[config.mk]
export PLATFORM = sky130hd
export DESIGN_NAME = inst_mem_loader
export DESIGN_NICKNAME = d
export VERILOG_FILES = /design/src/rtl/inst_mem_loader.sv
export SDC_FILE = /design/constraint.sdc
export NUM_CORES = 1
export LEC_CHECK = 0
export ABC_AREA = 1
export BUFFER_PORTS_ARGS = -buffer_cell sky130_fd_sc_hd__buf_2
export CAP_MARGIN = 20
export CORE_ASPECT_RATIO = 0.8
export CORE_MARGIN = 1.5
export CORE_UTILIZATION = 40
export DETAILED_ROUTE_END_ITERATION = 16
export PLACE_DENSITY = 0.73
export SYNTH_ARGS = -nofsm -noshare
export SYNTH_HDL_FRONTEND = slang
export SYNTH_SLANG_ARGS = --single-unit
[constraint.sdc]
create_clock -name Clk -period 1.25 [get_ports Clk]
set_input_delay 0 -clock Clk [delete_from_list [all_inputs] [get_ports Clk]]
set_output_delay 0 -clock Clk [all_outputs]
set_load 0.02 [all_outputs]
[src/rtl/inst_mem_loader.sv]
// rtl/inst_mem_loader.sv - streams host words into the instruction RAM while holding the core in reset
// Optional trailing XOR checksum word is enabled by defining LOADER_CHECKSUM_EN.
module inst_mem_loader #(
    parameter int A = 10,
    parameter int W = 9
) (
    input  logic         Clk,
    input  logic         Reset_n,
    input  logic         Start,
    input  logic [A-1:0] StartAddr,
    input  logic [A:0]   Count,
    input  logic         InValid,
    input  logic [W-1:0] InData,
    output logic         InReady,
    output logic         WrEn,
    output logic [A-1:0] WrAddr,
    output logic [W-1:0] WrData,
    output logic         Busy,
    output logic         CoreHold,
    output logic         Done,
    output logic         Err
);

`ifdef LOADER_CHECKSUM_EN
    typedef enum logic [1:0] {IDLE, LOAD, CHECK, DONE} state_t;
`else
    typedef enum logic [1:0] {IDLE, LOAD, DONE} state_t;
`endif

    localparam logic [A:0] CNT_ONE = (A+1)'(1);

    state_t         state_q;
    logic           in_ready_q;
    logic           wr_en_q;
    logic [A-1:0]   wr_addr_q;
    logic [W-1:0]   wr_data_q;
    logic           busy_q;
    logic           done_q;
    logic [A-1:0]   addr_q;
    logic [A:0]     remaining_q;
`ifdef LOADER_CHECKSUM_EN
    logic [W-1:0]   xor_q;
    logic           err_q;
`endif

    always_ff @(posedge Clk or negedge Reset_n) begin
        if (!Reset_n) begin
            state_q     <= IDLE;
            in_ready_q  <= 1'b0;
            wr_en_q     <= 1'b0;
            wr_addr_q   <= '0;
            wr_data_q   <= '0;
            busy_q      <= 1'b0;
            done_q      <= 1'b0;
            addr_q      <= '0;
            remaining_q <= '0;
`ifdef LOADER_CHECKSUM_EN
            xor_q       <= '0;
            err_q       <= 1'b0;
`endif
        end else begin
            wr_en_q <= 1'b0;
            done_q  <= 1'b0;
            case (state_q)
                IDLE: begin
                    if (Start) begin
                        addr_q      <= StartAddr;
                        remaining_q <= Count;
                        busy_q      <= 1'b1;
`ifdef LOADER_CHECKSUM_EN
                        xor_q       <= '0;
                        err_q       <= 1'b0;
`endif
                        if (Count != '0) begin
                            state_q    <= LOAD;
                            in_ready_q <= 1'b1;
                        end else begin
`ifdef LOADER_CHECKSUM_EN
                            // An empty program still carries a checksum word (of value 0).
                            state_q    <= CHECK;
                            in_ready_q <= 1'b1;
`else
                            state_q    <= DONE;
                            done_q     <= 1'b1;
`endif
                        end
                    end
                end
                LOAD: begin
                    if (InValid) begin
                        wr_en_q     <= 1'b1;
                        wr_addr_q   <= addr_q;
                        wr_data_q   <= InData;
                        addr_q      <= addr_q + A'(1);
                        remaining_q <= remaining_q - CNT_ONE;
`ifdef LOADER_CHECKSUM_EN
                        xor_q       <= xor_q ^ InData;
                        if (remaining_q == CNT_ONE) begin
                            state_q <= CHECK;
                        end
`else
                        if (remaining_q == CNT_ONE) begin
                            state_q    <= DONE;
                            in_ready_q <= 1'b0;
                            done_q     <= 1'b1;
                        end
`endif
                    end
                end
`ifdef LOADER_CHECKSUM_EN
                CHECK: begin
                    if (InValid) begin
                        state_q    <= DONE;
                        in_ready_q <= 1'b0;
                        done_q     <= 1'b1;
                        err_q      <= (InData != xor_q);
                    end
                end
`endif
                DONE: begin
                    state_q <= IDLE;
                    busy_q  <= 1'b0;
                end
                default: begin
                    state_q    <= IDLE;
                    in_ready_q <= 1'b0;
                    busy_q     <= 1'b0;
                end
            endcase
        end
    end

    assign InReady  = in_ready_q;
    assign WrEn     = wr_en_q;
    assign WrAddr   = wr_addr_q;
    assign WrData   = wr_data_q;
    assign Busy     = busy_q;
    assign CoreHold = busy_q;
    assign Done     = done_q;
`ifdef LOADER_CHECKSUM_EN
    assign Err      = err_q;
`else
    assign Err      = 1'b0;
`endif

endmodule

### Yosys cells after proc, flatten, opt, wreduce, memory -nomap -nowiden

Cells that the tools add are included.

* bits in registers: 46
* input port bits: 34
* output and inout bits: 25
* word-level logic and storage cells: 53

* $add $sub $neg: 2
* equality and inequality tests: 7
* muxes and demuxes: 25
* bitwise gates (word level): 2
* reduce and logical (&&, ||, !) cells: 8

Operators with widths (number)
* 11-bit two-way mux: 2
* 11-bit one-hot mux with 2 select lines: 1
* 10-bit two-way mux: 2
* 10-bit one-hot mux with 2 select lines: 1
* 11-bit by 1-bit == test with 1-bit output (second input constant): 1
* 1-bit two-way mux: 11
* 11-bit nonzero test: 1
* 11-bit by 1-bit subtractor with 11-bit output (second input constant): 1
* 10-bit by 1-bit adder with 10-bit output (second input constant): 1
* 2-bit two-way mux: 4
* 2-bit != test (second input constant): 4
* 3-bit AND reduction: 2
* 5-bit AND reduction: 1
* 1-bit one-hot mux with 2 select lines: 2
* 2-bit one-hot mux with 2 select lines: 1
* 2-bit AND reduction: 2
* 1-bit one-hot mux with 3 select lines: 1
* 2-bit by 1-bit == test with 1-bit output (second input constant): 1
* 2-bit == test (second input constant): 1
* 2-bit zero test: 1
* 1-bit inverter: 2
* 2-bit nonzero test: 1

### Depth between registers and ports, before layout

Gate-level depths: netlist of the first run.

* depth in word-level cells: 4
* depth in mapped cells: 9
* depth with buffers taken out: 9

### Worst setup path after synthesis of the first run

No wires, ideal clock.

* path kind: register -> register
* start point: register state_q[0]
* end point: register remaining_q[4]
* library setup time: 123 ps
* data arrival time: 1138 ps
* data required time: 1127 ps
* path slack: -11 ps
* cell stages (with the launch flop): 8
* buffers on the path: 1
* period minus slack after synthesis: 1261 ps
* path through: dfrtp_1 > nor2_1 > nand2_1 > inv_1 > nor2_4 > clkbuf_8 > o21ai_0 > nand2_1

* longest elaborated chain between the ends: 3
* elaborated cells between the ends (all ways): 7
* those cells by class: eq/ne (3); mux (1); reduce/logical (3)

Ends and longest elaborated chain
* from (decl): RTL line 32 `state_t state_q;`
* from (signal assigned): RTL line 48 `state_q <= IDLE;`
* from (signal assigned): RTL line 75 `state_q <= LOAD;`
* from (signal assigned): RTL line 83 `state_q <= DONE;`
* 2-bit by 1-bit == test with 1-bit output or 2-bit zero test (tied branches): RTL line 64 `case (state_q)`
* 2-bit != test (no source line) or 2-bit nonzero test (tied branches)
* 3-bit AND reduction (no source line)
* to (signal assigned): RTL line 68 `remaining_q <= Count;`
* to (signal assigned): RTL line 95 `remaining_q <= remaining_q - CNT_ONE;`
* to (decl): RTL line 40 `logic [A:0] remaining_q;`

Parallel ways exist; a longest one is shown, timed or not.
A chain may end at the register's enable or synchronous reset.

### Worst setup path after layout of the first run

* start point: register state_q[1]
* end point: register in_ready_q, in the netlist InReady

* longest elaborated chain between the ends: 3
* elaborated cells between the ends (all ways): 10
* those cells by class: eq/ne (6); mux (1); bitwise (1); reduce/logical (2)

Ends and longest elaborated chain
* 2-bit by 1-bit == test with 1-bit output, or another cell as far along: RTL line 64
* 2-bit != test (no source line) or 1-bit inverter (tied branches)
* 5-bit AND reduction (no source line)
* to (signal assigned): RTL line 49 `in_ready_q <= 1'b0;`
* to (signal assigned): RTL line 76 `in_ready_q <= 1'b1;`
* to (signal assigned): RTL line 104 `in_ready_q <= 1'b0;`
* to (decl): RTL line 33 `logic in_ready_q;`

Parallel ways exist; a longest one is shown, timed or not.

==> results by stage, run 1 <==
Status:
- The flow ran to the end, but the final reports show violations.
- The final reports fail on hold timing, setup timing.

Pwr:
- Of the total power, the share spent switching nets is 0.4667.
- Of the total power, the clock network draws 0.090.
- The cell-internal power is 5.446 mW.
- Summed over all nets, the switching power comes to 4.766 mW.
- Of the total power, combinational logic draws 0.637.
- VDD sags by at most 0.001018 V.
- After layout, the design draws a total of slightly above 10 mW.
- For this design the static power due to leakage is 1.881 nW.
- The sequential share of power is 0.273.
- The areal power density over the cells is roughly 2800 nW/um^2.

Global routing:
- The first global-routing pass estimated 11.04 mm of wire.
- The total overflow left after global routing is 0.
- Entering global routing, the biggest net connects 47 pins.
- Across every metal layer, demand over resource in global routing totals 0.2127.
- The number of global-route vias before repair came to about 2,300.
- The initial antenna violation count is 0.

STA:
- Derived from the worst setup path, the maximum achievable clock frequency is slightly above 700 MHz.
- After layout, the minimum clock period comes to 1.390 ns.
- Setup violations remaining at the end of the flow were counted as 44.
- Setup repair after global routing could not meet its margin everywhere.
- In the final timing run, aggregate negative setup slack is -3.801 ns.
- Clock skew on the completed layout was measured at 0.006196 ns.
- The max-slew violation total from the final report is 0.
- Final hold analysis gives a worst-case slack of -0.001693 ns.
- The hold violation total from the final report came to 1.
- Dividing the final minimum period by the clock period gives 1.112.
- The worst setup slack after layout is -0.1400 ns.

Clock tree:
- CTS placed an instance of clkbuf_8 at the clock tree root.
- CTS saw 46 sinks.
- The TritonCTS clock tree is done.
- The number of levels the H-tree was split into is 2.
- The CTS clock-pin slew for the worst setup and hold paths is about 0.090 ns.
- The largest buffer count on any clock path is 2.
- The clock latency on the worst-skew pair is 0.31 ns.
- The TritonCTS buffer count is 5.

Critical path:
- The worst setup path category is reg -> reg.
- The largest incremental delay on the critical path is 0.41 ns.
- The slowest stage of the critical path belongs to the cell dfrtp_1.
- The top cell family by delay on the critical path is flip-flops.
- The most frequent cell on the critical path is nand2_1.
- The number of buffer and inverter stages on the critical path is 3.
- The peak fanout along the critical path is 2.
- The type of origin of the critical path is a register.
- The signal on the critical path passes through buf_6, nor2_4, buf_4, buf_6, a21oi_4, nand3_2, nand2_2, nand2_1, nand2_1, nand2_1.
- The worst setup path is captured at a register.
- The signal arrival time at the worst endpoint is 1.60 ns.
- The data required time at the worst endpoint is 1.46 ns.

Route:
- Dividing the detail-routed wire length by the instance count gives approximately 14 um.
- The DRC marker count from the first detailed-route iteration is approximately 260.
- The via count is 2,607.
- The per-cell via count in the routed design is 4.947.
- The remaining routing DRC violations is 0.
- The number of nets still failing antenna checks after routing is 0.
- After detailed routing, the total wire length is 7.204 mm.
- The first-pass iteration count of the detailed router is 5.

Synthesis:
- The sequential fraction of the synthesis area is 0.4696.
- The number of synthesized register bits is 46.
- The mapped netlist covers 2451 um^2.
- The mean instance size in the synthesized netlist is ~7.4 um^2.
- Yosys attributes the largest share of cell area to dfrtp_1 47%, nand2_1 19%, o21ai_0 6.5%.
- The most instantiated library cell after synthesis is nand2_1.
- The post-synthesis async set-or-reset flop share is 1.000.
- Counting distinct cell types in the post-synthesis netlist gives 29.
- The total nets after synthesis is 368.
- The number of warnings printed during yosys synthesis is 0.
- The dominant synthesized flop cell is dfrtp_1.
- After synthesis, the most frequently instantiated cells are 122 x nand2_1, 46 x dfrtp_1, 32 x o21ai_0.
- The share of synthesized area in the top cell type comes to 0.4696.
- The number of enable flip-flop cells after synthesis is 0.
- The cell type with the highest aggregate area in the netlist is dfrtp_1.
- After technology mapping, the gate count stands at between 300 and 400.

Finish:
- The synthesis-to-layout area growth is 46.71%.
- The layout has 502 filler cells.
- Summing all flip-flop and latch instances after layout gives 1152 um^2.
- The share of layout cells above drive strength 1 is 0.3543.
- At the end of the flow, the number of nets in the layout was between 400 and 500.
- The number of diodes added for antenna fixing is 0.
- The multi-input combinational cells in the finished layout cover a total of 1264 um^2.

Die:
- The overall die width is 90.52 um.
- The die covers 6609 um^2.
- The floorplan has 25 rows.
- The floorplan core area is 5912 um^2.
- The I/O pin count is 59.
- For this configuration, the core starts out at a cell density of 0.4146.
- From bottom edge to top edge, the die measures ~73 um.

Min path:
- The class of the tightest hold or removal check is in -> reg.

Place:
- After legalization and detailed placement, the total HPWL measured 4.366 mm.
- The count of buffers added on input and output ports is 57.
- The placer's final routability congestion estimate is 0.8624.

Job:
- Across the run, the number of max-cap violations was 0.
cells in the final DEF (no fill, tap or decap), types with 2 or more instances in the layout:
cell type,count
buf_4,36
buf_8,2
buf_2,57
o22ai_1,3
nor2_1,20
o21ai_0,16
inv_1,26
nor2_2,7
clkbuf_8,5
inv_2,4
buf_6,5
a21oi_2,2
nand3_2,6
dlygate4sd3_1,13
nand2_1,116
o21ai_1,20
ha_2,2
nand3_1,8
inv_6,2
nand2_8,2
nand4_1,3
nand2_4,4
nand2_2,5
a21oi_1,10
dfrtp_1,45
buf_12,4
nor2_4,5
cells by family (layout without fill, tap and decap cells):
logic type,after synthesis,count (layout),share of synthesized area
and+or+nand+nor,179,183,0.3073
AOI/OAI and AO/OA,55,55,0.1164
buffers and inverters,47,158,0.08984
DFF,46,46,0.4696
adders and majority gates,3,3,0.01532
other,1,1,0.001530
registers in the layout, indices dropped and copies added (netlist names), 2 cells and up:
name and flops:
addr_q 10, WrData 9, WrAddr 10, state_q 2, remaining_q 11
power groups by stage:
| stage | registers [mW] | clock network, mW | logic, mW |
|---|---|---|---|
| 3_3_place_gp | 2.69 | 0 | 4.94 |
| 6_report | 2.79 | 0.924 | 6.50 |
| 2_1_floorplan | 3.13 | 0 | 2.81 |
| 3_5_place_dp | 2.72 | 0 | 5.03 |
| 4_1_cts | 2.73 | 0.940 | 5.79 |
| 5_1_grt | 2.87 | 1.01 | 7.10 |
final timing paths:
kind,slack [ns],to,depth (start not counted),start
setup / recovery,-0.14,InReady,10,state_q[1]
hold / removal,-0.002,addr_q[9],5,StartAddr[9]
setup reg to reg,-0.14,InReady,10,state_q[1]
hold reg to reg,0.47,WrData[3],2,WrData[3]
max in group asynchronous,0.81,state_q[0],3,Reset_n
min in group asynchronous,0.19,remaining_q[7],3,Reset_n
what timing repair did:
item                                    in CTS  in global routing
pin swaps                                    9                 13
setup buffers                               10                  5
hold endpoints to repair                    57                  1
gates resized for setup                     34                 40
hold buffers                                12                  1
gates cloned                                 2                  2
endpoints found under the setup margin      29                 44
per-stage QoR:
| step | utilization | cells | hold slack (ns) | instance area, um^2 | setup slack (ns) |
|---|---|---|---|---|---|
| 3_3_place_gp | 0.5090 | 487 | 0.001931 | 3009 | -0.03380 |
| 4_1_cts | 0.5782 | 519 | 0.0009164 | 3418 | -0.05080 |
| 3_5_place_dp | 0.5090 | 487 | 0.001325 | 3009 | -0.09886 |
| 5_1_grt | 0.6083 | 527 | 0.003507 | 3596 | -0.2346 |
| 2_1_floorplan | - | 331 | -0.2956 | 2451 | 0.01163 |
| 6_report | 0.6083 | 527 | -0.001693 | 3596 | -0.1400 |
tightest hold or removal path: stages:
cell and delay, ns:
buf_2 0.08, o21ai_1 0.06, inv_1 0.04, nand2_1 0.05, nand2_1 0.05
area by class of cell:
type | count | area share
Clock inverter | 3 | 0.005915
Timing Repair Buffer | 117 | 0.2370
Tap cell | 81 | 0.02818
Sequential cell | 46 | 0.3205
Multi-Input combinational cell | 242 | 0.3514
Inverter | 33 | 0.03793
Clock buffer | 5 | 0.01914
per-layer routing:
metal | part of all wire | global-route usage
met5 | 0 | 0
met4 | 0.014 | 0.06349
met3 | 0.061 | 0.05000
met2 | 0.46 | 0.3434
met1 | 0.47 | 0.2868
(Power assumes the default switching activity.)
==> run 2, diff against run 1 <==
PLACE_DENSITY = 0.77   (was 0.73)
==> run 2 against run 1 <==
The run still ends with hold timing, setup timing left. Non-clock buffer count decreased by 3. Clock skew decreased by 0.0012 ns. Cell count decreased by 0.76%. Sequential power about the same. First-iteration DRC count decreased by 44%. Core utilization decreased by 0.49 points. Sequential share of layout area increased by 0.22 points. Power decreased by 2.4%. Register-to-register slack improved by 0.06 ns. Setup slack improved by 0.055 ns. Critical endpoint is now state_q[1].
==> results by stage, run 2 (synthesized netlist as in run 1, its figures left out) <==
Status:
- The flow ran to the end, but the final reports show violations.
- The final reports fail on hold timing, setup timing.

Die:
- The floorplan core area is 5912 um^2 (unchanged).
- The overall die width is 90.52 um (unchanged).
- The number of rows in the core area is 25 (unchanged).
- The starting density of the core is 0.4146 (unchanged).
- The area of the die is 6609 um^2 (unchanged).
- The I/O pin count was 59 (unchanged).
- The vertical die dimension is 73.02 um (unchanged).

Clock tree:
- The number of levels the H-tree was split into was 2 (unchanged).
- The CTS clock-pin slew for the worst setup and hold paths is 0.09 ns (about the same).
- The TritonCTS buffer count is 5 (unchanged).
- The largest buffer count on any clock path came to 2 (unchanged).
- The total clock sinks came to 46 (unchanged).
- The root buffer cell is clkbuf_8.
- The clock latency on the worst-skew pair is 0.31 ns (about the same).
- The TritonCTS clock tree is done.

STA:
- The worst clock skew on the final layout is 0.004992 ns (-0.001203 ns).
- The max-slew violation total from the final report is 0 (unchanged).
- The final cycle utilization of the critical path was 1.068 (-0.04433).
- The hold slack is -0.01445 ns (-0.01275 ns).
- The number of setup violations in the final report is 37 (-16%).
- The worst setup slack after layout was -0.08455 ns (+0.05542 ns).
- The total negative slack for setup checks was -1.090 ns (+2.712 ns).
- The clock period minus worst slack was 1.335 ns (-0.05542 ns).
- Setup repair after global routing could not meet its margin everywhere.
- The hold violation total from the final report is 3 (+2).
- The maximum clock frequency is 749.3 MHz (+4.2%).

Place:
- The placed standard-cell area is 3032 um^2 (+0.75%).
- The worst setup timing slack at the placement stage is -0.1055 ns (-0.006599 ns).
- The placer's final routability congestion estimate is 0.9268 (+7.5%).
- The detailed-placement wirelength estimate came to 4.483 mm (+2.7%).
- The count of buffers inserted at the top-level ports is 57 (unchanged).

Finish:
- The final instance area is 3567 um^2 (-0.80%).
- The share of layout cells above drive strength 1 is 0.3620 (+0.007731).
- Compared with the post-synthesis result, the final layout area differs by 45.53%.
- The number of diodes added for antenna fixing is 0 (unchanged).
- In the layout the commonest cells are 116 x nand2_1, 57 x buf_2, 46 x dfrtp_1, 36 x buf_4, 26 x inv_1.
- The flip-flop count of the largest register after layout is 11 (unchanged).
- The number of filler cells placed in the layout was 512 (+2.0%).
- The final net count is 478 (-0.83%).
- Counting flops per register, the top entry is remaining_q.
- The most common cell after layout, fill and taps aside is nand2_1.
- The post-layout utilization of the core is 0.6034 (-0.004868).

Route:
- The number of nets still failing antenna checks after routing is 0 (unchanged).
- The remaining routing DRC violations is 0 (unchanged).
- The DRC marker count from the first detailed-route iteration is 147 (-44%).
- The per-cell via count in the routed design is 4.975 (+0.57%).
- The first-pass iteration count of the detailed router is 5 (unchanged).
- The via count is 2,602 (-0.19%).
- The average wire length per cell after detail routing is 13.17 um (-3.7%).
- The post-detailed-routing wire length is 6.887 mm (-4.4%).

Job:
- The reported max-cap violation count is 0 (unchanged).

Critical path:
- The type of origin of the critical path is a register.
- The worst setup path is captured at a register.
- The peak fanout along the critical path came to 2 (unchanged).
- The worst setup path category is reg -> reg.
- The cell count of the worst reg-to-reg path is 7 (-3).
- The data required time at the worst endpoint came to 1.49 ns (+0.03 ns).
- The signal arrival time at the worst endpoint is 1.57 ns (-0.03 ns).

Min path:
- The depth of the worst hold-timing path is 3 (-2).
- The class of the tightest hold or removal check is in -> reg.

Global routing:
- The first-pass GRT wire length came to 10.96 mm (-0.75%).
- The pin count of the biggest net entering global routing came to 31 (-34%).
- The initial antenna violation count is 0 (unchanged).
- The global router's overall resource usage came to 0.2111 (-0.001601).
- The number of global-route vias before repair is 2,388 (+2.9%).
- The global-route congestion overflow total came to 0 (unchanged).

Pwr:
- The areal power density over the cells came to 2793 nW/um^2 (-1.6%).
- The largest voltage drop on the vdd net came to 0.0008868 V (-13%).
- The cell leakage power is 1.855 nW (-1.4%).
-- run 2: cell types whose count changed in the layout (fill, tap and decap cells not counted), moves of 3 or more --
cell,delta
nor2_2,+7
o21ai_2,+7
nor2_1,-5
o21ai_1,-5
buf_6,-3
nand3_1,+3
nand3_2,-3
-- run 2: per-stage QoR --
step	total power [mW]	std cells
after floorplan	5.935	331
final	9.964	523
after global routing	10.74	523
after detailed placement	7.829	490
after CTS	9.422	521
after global placement	7.676	490
-- run 2: metal layers --
metal	up-vias	GRT usage	wire (um)
met5	-	0	0
met4	0	0.08818	131
met3	14	0.03646	432
met2	97	0.3400	3237
met1	1222	0.2841	3085
li1	1269	-	-
-- run 2: cell type report --
| type | count | area [um^2] | area share |
|---|---|---|---|
| multi-input cells | 241 | 1265 | 0.3546 |
| repair buffers | 114 | 818.3 | 0.2294 |
| well taps | 81 | 101.3 | 0.02841 |
| inverters | 33 | 138.9 | 0.03893 |
| clock inverters | 3 | 23.77 | 0.006664 |
| flip-flops and latches | 46 | 1151 | 0.3227 |
| clock buffers | 5 | 68.82 | 0.01929 |
-- run 2: path summary, 6_finish.rpt --
path / slack (ns) / startpoint / endpoint
worst min register to register: 0.47 / WrData[2] / WrData[2]
worst min-delay path: -0.01 / Count[3] / remaining_q[3]
min in group asynchronous: 0.16 / Reset_n / remaining_q[7]
worst max-delay path: -0.08 / remaining_q[5] / state_q[1]
max in group asynchronous: 0.60 / Reset_n / addr_q[6]
worst max register to register: -0.08 / remaining_q[5] / state_q[1]
-- run 2: power breakdown --
part           switching [mW]  total, mW  internal [mW]
Clock                   0.550      0.951          0.400
Sequential              0.521       2.76           2.24
Combinational            3.61       6.25           2.64
-- run 2: repair_timing --
| item | 4_1_cts | 5_1_grt |
|---|---|---|
| resized for setup | 33 | 43 |
| buffers inserted | 6 | 2 |
| endpoints found under the setup margin | 25 | 43 |
| cloned | 3 | 0 |
| hold buffers | 14 | 0 |
| endpoints found under the hold margin | 59 | 0 |
| pin swaps | 8 | 6 |
-- run 2: critical path, stage by stage (launching register included) --
cell,delay [ns]
dfrtp_1,0.41
nor2_2,0.16
nand2_1,0.11
nor2_2,0.18
nand3_2,0.12
nand2_1,0.10
nand2_1,0.07
a21oi_1,0.12
